File: src/rtl/type_buffer_pkg.sv
// Shared character codes, default sizes and FSM states for the typing buffer.
package type_buffer_pkg;
    localparam int CH_W  = 5;
    localparam int CNT_W = 15;

    localparam logic [CH_W-1:0] CH_BLANK = 5'd0;
    localparam logic [CH_W-1:0] CH_A     = 5'd1;
    localparam logic [CH_W-1:0] CH_Z     = 5'd26;
    localparam logic [CH_W-1:0] CH_SPACE = 5'd27;
    localparam logic [CH_W-1:0] CH_BKSP  = 5'd28;

    localparam int MAXLEN_DEF = 25;
    localparam int WLEN_DEF   = 15;

    typedef enum logic [1:0] {TYPING, CHECK, CLEAR} state_e;
endpackage

File: src/rtl/type_buffer_prefix_match.sv
// Leading-run match count of typed characters against the target word, capped at target_len.
module prefix_match
    import type_buffer_pkg::*;
#(
    parameter int MAXLEN = MAXLEN_DEF,
    parameter int WLEN   = WLEN_DEF
) (
    input  logic [CH_W*MAXLEN-1:0] type_i,
    input  logic [CH_W*WLEN-1:0]   target_i,
    input  logic [CH_W-1:0]        target_len_i,
    output logic [CH_W-1:0]        count_o
);
    localparam int L = MAXLEN + WLEN;

    // Both operands padded with blanks to a common length so every position compares in range.
    logic [CH_W*L-1:0] type_ext, tgt_ext;
    assign type_ext = {{(CH_W*WLEN){1'b0}}, type_i};
    assign tgt_ext  = {{(CH_W*MAXLEN){1'b0}}, target_i};

    int   cnt;
    logic run;

    always_comb begin
        cnt = 0;
        run = 1'b1;
        for (int i = 0; i < L; i++) begin
            if (run && type_ext[CH_W*i +: CH_W] == tgt_ext[CH_W*i +: CH_W]) cnt = cnt + 1;
            else run = 1'b0;
        end
        count_o = (cnt > int'(target_len_i)) ? target_len_i : CH_W'(cnt);
    end
endmodule

File: src/rtl/type_buffer.sv
// Typing buffer with word submit/check/clear FSM and keystroke/error counters.
// Optional backspace support enabled by macro TYPE_BUFFER_BACKSPACE_EN.
module type_buffer
    import type_buffer_pkg::*;
#(
    parameter int MAXLEN = MAXLEN_DEF,
    parameter int WLEN   = WLEN_DEF
) (
    input  logic                   clk_i,
    input  logic                   rst_ni,
    input  logic                   key_valid_i,
    input  logic [CH_W-1:0]        key_code_i,
    output logic                   key_ready_o,
    input  logic [CH_W*WLEN-1:0]   target_i,
    input  logic [CH_W-1:0]        target_len_i,
    output logic [CH_W*MAXLEN-1:0] type_o,
    output logic [CH_W-1:0]        tot_o,
    output logic [CH_W-1:0]        correct_o,
    output logic                   word_done_o,
    output logic                   word_ok_o,
    output logic [CNT_W-1:0]       keystrokes_o,
    output logic [CNT_W-1:0]       errors_o
);
    localparam logic [CH_W-1:0]  MAXLEN_C = CH_W'(MAXLEN);
    localparam logic [CNT_W-1:0] CNT_MAX  = {CNT_W{1'b1}};

    state_e                   state_q, state_d;
    logic [CH_W*MAXLEN-1:0]   type_q, type_d;
    logic [CH_W-1:0]          tot_q, tot_d, correct_q, match_cnt;
    logic [CNT_W-1:0]         ks_q, ks_d, err_q, err_d;

    logic [CH_W*(MAXLEN+WLEN)-1:0] tgt_ext;
    logic [CH_W-1:0]               tgt_at;
    logic                          accept, is_letter, letter_err;

    prefix_match #(.MAXLEN(MAXLEN), .WLEN(WLEN)) u_match (
        .type_i      (type_q),
        .target_i    (target_i),
        .target_len_i(target_len_i),
        .count_o     (match_cnt)
    );

    // Positions past the target word read as blank, so any letter there mismatches.
    assign tgt_ext    = {{(CH_W*MAXLEN){1'b0}}, target_i};
    assign tgt_at     = tgt_ext[CH_W*tot_q +: CH_W];
    assign key_ready_o = rst_ni && (state_q == TYPING);
    assign accept     = key_valid_i && key_ready_o;
    assign is_letter  = (key_code_i >= CH_A) && (key_code_i <= CH_Z);
    assign letter_err = (tot_q >= target_len_i) || (key_code_i != tgt_at);

    always_comb begin
        state_d = state_q;
        type_d  = type_q;
        tot_d   = tot_q;
        ks_d    = ks_q;
        err_d   = err_q;
        case (state_q)
            TYPING: begin
                if (accept) begin
                    if (is_letter) begin
                        if (tot_q < MAXLEN_C) begin
                            type_d[CH_W*tot_q +: CH_W] = key_code_i;
                            tot_d = tot_q + CH_W'(1);
                        end
                        if (ks_q != CNT_MAX) ks_d = ks_q + CNT_W'(1);
                        if (letter_err && err_q != CNT_MAX) err_d = err_q + CNT_W'(1);
                    end else if (key_code_i == CH_SPACE) begin
                        if (tot_q != '0) state_d = CHECK;
                    end
`ifdef TYPE_BUFFER_BACKSPACE_EN
                    else if (key_code_i == CH_BKSP && tot_q != '0) begin
                        type_d[CH_W*(tot_q - CH_W'(1)) +: CH_W] = CH_BLANK;
                        tot_d = tot_q - CH_W'(1);
                    end
`endif
                end
            end
            CHECK:   state_d = CLEAR;
            CLEAR: begin
                type_d  = '0;
                tot_d   = '0;
                state_d = TYPING;
            end
            default: state_d = TYPING;
        endcase
    end

    always_ff @(posedge clk_i) begin
        if (!rst_ni) begin
            state_q   <= TYPING;
            type_q    <= '0;
            tot_q     <= '0;
            correct_q <= '0;
            ks_q      <= '0;
            err_q     <= '0;
        end else begin
            state_q   <= state_d;
            type_q    <= type_d;
            tot_q     <= tot_d;
            correct_q <= match_cnt;
            ks_q      <= ks_d;
            err_q     <= err_d;
        end
    end

    // Gated by reset so a reset landing in CHECK never shows a done pulse.
    assign word_done_o  = rst_ni && (state_q == CHECK);
    assign word_ok_o    = word_done_o && (tot_q == target_len_i) && (correct_q == target_len_i);
    assign type_o       = type_q;
    assign tot_o        = tot_q;
    assign correct_o    = correct_q;
    assign keystrokes_o = ks_q;
    assign errors_o     = err_q;
endmodule

File: config.mk
export PLATFORM = sky130hd
export DESIGN_NAME = type_buffer
export DESIGN_NICKNAME = d
export VERILOG_FILES = /design/src/rtl/type_buffer_pkg.sv /design/src/rtl/type_buffer_prefix_match.sv /design/src/rtl/type_buffer.sv
export SDC_FILE = /design/constraint.sdc
export NUM_CORES = 1
export LEC_CHECK = 0
export ABC_AREA = 0
export ABC_CLOCK_PERIOD_IN_PS = 18700
export BUFFER_PORTS_ARGS = -buffer_cell sky130_fd_sc_hd__buf_2
export CAP_MARGIN = 20
export CORE_UTILIZATION = 53
export CTS_CLUSTER_DIAMETER = 80
export CTS_CLUSTER_SIZE = 16
export DETAILED_ROUTE_END_ITERATION = 8
export PLACE_DENSITY = 0.79
export SETUP_SLACK_MARGIN = 0.15
export SLEW_MARGIN = 25
export SYNTH_ARGS = -nofsm -noshare
export SYNTH_HDL_FRONTEND = slang
export SYNTH_HIERARCHICAL = 1
export SYNTH_SLANG_ARGS = --single-unit
File: constraint.sdc
create_clock -name clk_i -period 18.7 [get_ports clk_i]
set_input_delay 1.87 -clock clk_i [delete_from_list [all_inputs] [get_ports clk_i]]
set_output_delay 1.87 -clock clk_i [all_outputs]
set_load 0.03 [all_outputs]
==> summary.txt <==
Power and ir drop
  – Sw power: ~260 µW
  – Seq pwr share: 41.7%
  – Power density over cell area: roughly 45 nW/µm²
  – Peak supply drop: 51.1 µV
  – Part of the power in the clock network: 45.6%
  – Switching Share: 29.9%
  – Combinational fraction of design power: 12.7%
  – Overall power consumption: roughly 860 µW
  – Internal power consumption: 605 µW
  – Static leakage: 7.98 nW

Floorplanning
  – Die area: roughly 29000 µm²
  – Number of standard-cell rows in the floorplan: roughly 60
  – Starting Density: ~54%
  – Die width: 171 µm
  – Number of top-level pins: 256
  – Die outline height: 171 µm
  – CORE AREA: 27900 µm²

Place
  – Setup WS pre-CTS: -1.31 ns
  – Count of input and output buffers: 255
  – Placer Congestion: 1.00
  – Post-placement cell area: 17900 µm²
  – Post-DP HPWL: about 43000 µm

Cells and area
  – Layout overhead on the synthesized area: 27.8%
  – FILL cells: 2266
  – Fraction of final layout cells sized beyond drive strength 1: 29.3%
  – Multi-input logic area: 11700 µm²
  – Layout Cell Area excl Fill: a little under 20000 µm²
  – Number of nets in the final layout: 2484
  – Total area of sequential cells: 3340 µm²
  – Fin util: about 70%

Run status
  – Violated checks: setup timing
  – Status: complete, but fails checks

Drt
  – Number of DRC violations after detailed routing: 0
  – Number of detailed-routing iterations run before antenna repair: 5
  – Starting DRC count in detailed routing: between 1500 and 2000
  – Routed length per instance: 20.8 µm
  – Routed wire length: 57100 µm
  – Antenna Violating Nets Remaining: 0
  – Detailed-route via count: 17200
  – Via density per instance: 6.27

Timing
  – Slew @ Worst Pin: a little under 1 ns
  – Fmax: between 50 and 60 MHz
  – RSZ-0062 raised after global routing: yes
  – Fin crit period: between 15 and 20 ns
  – Hold slack final: 0.465 ns
  – Min setup slack post-route: -0.647 ns
  – Number of slew-limit violations in the final report: 0
  – Max-slew headroom: 34.7%
  – Number of failing setup endpoints in the final timing report: 5
  – Final count of hold timing violations: 0
  – Clk_skew: between 0.015 and 0.02 ns
  – Final Cycle Share: 103%

Global route
  – Overflow after GRT: 0
  – Via count of the first global-routing pass: 16000
  – Initial antenna violation count: 3
  – Global-route wire length before repair: 86500 µm
  – Total global-route track usage: 38.2%
  – Pin count of the biggest net entering global routing: 82

Yosys
  – Sequential element share of the synthesized area: approximately 22%
  – Number of cells produced by synthesis: a little under 2000
  – Predominant post-synthesis flop cell: dfxtp_1
  – Number of enable flip-flop cells after synthesis: 0
  – Number of distinct library cells after synthesis: 103
  – Number of synthesized register bits: roughly 170
  – Post-synth net total: 2090
  – Most repeated cell in the gate-level netlist after synthesis: nor2_1
  – Dominant cells by area after synthesis: dfxtp_1, xnor2_1, nor2_1, a21oi_1, nand2_1
  – Cell Area, Synth: 15100 µm²
  – Synthesis warning total: 6
  – Library cell with the largest summed area after synthesis: dfxtp_1
  – Share of synthesized flip-flops with an asynchronous set or reset: 0%
  – Mean area per synthesized cell: 7.70 µm²
  – Yosys top cell area share: 22.2%
  – Most frequent cells after synthesis: nor2_1, nand2_1, dfxtp_1

Critical path
  – Worst-path maximum fanout: 6
  – Type of the worst setup path: in -> reg
  – Arrival time worst endpoint: between 15 and 20 ns
  – Critical R2R Launch: type_o[6]
  – R2R Path End: correct_o[2]
  – Endpoint type of the worst setup path: flop
  – Setup crit start kind: input pin
  – Internal reg-to-reg setup slack: 0.50 ns
  – Most common cell on crit path: ha_1
  – Slowest Stage Delay on Critical Path: about 0.55 ns
  – Worst EP required: 19.03 ns
  – R2r worst-path depth: 100
  – Cell at the slowest stage of the critical path: or4_4

Hold path
  – Class of the tightest hold or removal check: reg -> reg
  – Worst hold path stage count: 2
  – Worst hold path startpoint: type_o[90]
  – Worst hold endpoint: type_o[90]

Clock tree
  – Insertion delay to the later sink of the worst-skew pair: around 0.44 ns
  – Clock slew seen by the registers of the worst setup and hold paths: 0.07 ns
  – CTS buffer count: 17
  – Clock root buffer master: clkbuf_16
  – Clock Sinks: 167
  – Clock tree buffer depth: 2
  – CTS tree: done
  – Max H-tree Level: 4

Run
  – Max-cap violations: 0
-- cell families (layout without fill, tap and decap cells) --
family,after synthesis,count (layout),share of synthesized area (%)
adder cells (fa/ha/maj),45,45,3.69
AND/OR/NAND/NOR,881,881,29.3
AO/OA/AOI/OAI,404,404,17.4
flip-flops,167,167,22.2
XOR/XNOR,220,220,15.7
multiplexers,96,96,7.76
buffers and inverters,147,554,4.06
other,0,3,0
-- state kept, by name, indices dropped and copies added, names as in the netlist --
signal,flops
tot_o,5
keystrokes_o,15
correct_o,5
state_q,2
errors_o,15
type_o,125
-- through the flow --
stage          setup TNS (ns)  instances
4_1_cts                 -1.81       2731
3_5_place_dp            -6.51       2664
3_3_place_gp            -3.61       2664
2_1_floorplan           -3.29       1960
5_1_grt                 -7.09       2747
6_report                -3.23       2748
-- critical path, delay by kind of cell --
family	cells	cell delay, ns
AO/OA/AOI/OAI	26	3.95
AND/OR/NAND/NOR	32	4.37
adder cells (fa/ha/maj)	21	5.50
multiplexers	10	1.93
buffers and inverters	5	0.53
XOR/XNOR	7	1.47
-- routing by layer --
layer	up-vias	part of all wire, %	global-route usage, %
met2	931	46	60.7
met3	180	10	9.04
li1	7849	-	-
met1	8263	40	48.8
met5	-	0	0
met4	0	4.4	17.5
-- worst max path at each step --
| stage | startpoint | cells past startpoint | slack [ns] | to |
|---|---|---|---|---|
| 2_1_floorplan | target_i[4] | 102 | -0.66 | correct_o[2] |
| 3_3_place_gp | target_i[5] | 101 | -0.72 | correct_o[2] |
| 3_5_place_dp | target_i[5] | 100 | -1.31 | correct_o[1] |
| 4_1_cts | target_i[10] | 101 | -0.37 | correct_o[1] |
| 5_1_grt | target_i[4] | 101 | -1.42 | correct_o[4] |
| 6_report | target_i[4] | 101 | -0.65 | correct_o[2] |
-- cells in the final DEF, fill, tap and decap left out, drive strengths merged, types with 33 or more instances in the layout --
cell type | synthesis | final
a21oi | 166 | 166
and3 | 33 | 33
buf | 31 | 476
dfxtp | 167 | 167
ha | 42 | 42
inv | 46 | 53
mux2i | 64 | 64
nand2 | 194 | 194
nand3 | 129 | 129
nand4 | 53 | 53
nor2 | 241 | 241
nor3 | 63 | 63
o21ai | 64 | 64
xnor2 | 129 | 129
xor2 | 69 | 69
-- power by group through the flow --
stage | registers (mW) | logic (mW) | clock network [mW]
final | 0.359 | 0.110 | 0.394
after global routing | 0.360 | 0.115 | 0.407
after CTS | 0.359 | 0.103 | 0.391
after detailed placement | 0.368 | 0.0999 | 0
after global placement | 0.368 | 0.0988 | 0
after floorplan | 0.370 | 0.0574 | 0
-- area by class of cell --
cell class,instances,share of cell area (%)
clock buffers,17,2.21
well taps,378,2.45
inverters,46,0.895
repair buffers,476,15.5
flip-flops and latches,167,17.3
clock inverters,15,1.06
multi-input cells,1646,60.5
diodes,3,0.0389
-- repair_timing --
action,4_1_cts,5_1_grt
resized for setup,24,55
hold buffers,0,0
endpoints found under the setup margin,5,5
setup buffers,35,14
pin swaps,43,38
No activity file was read; power rests on OpenSTA's default activity.
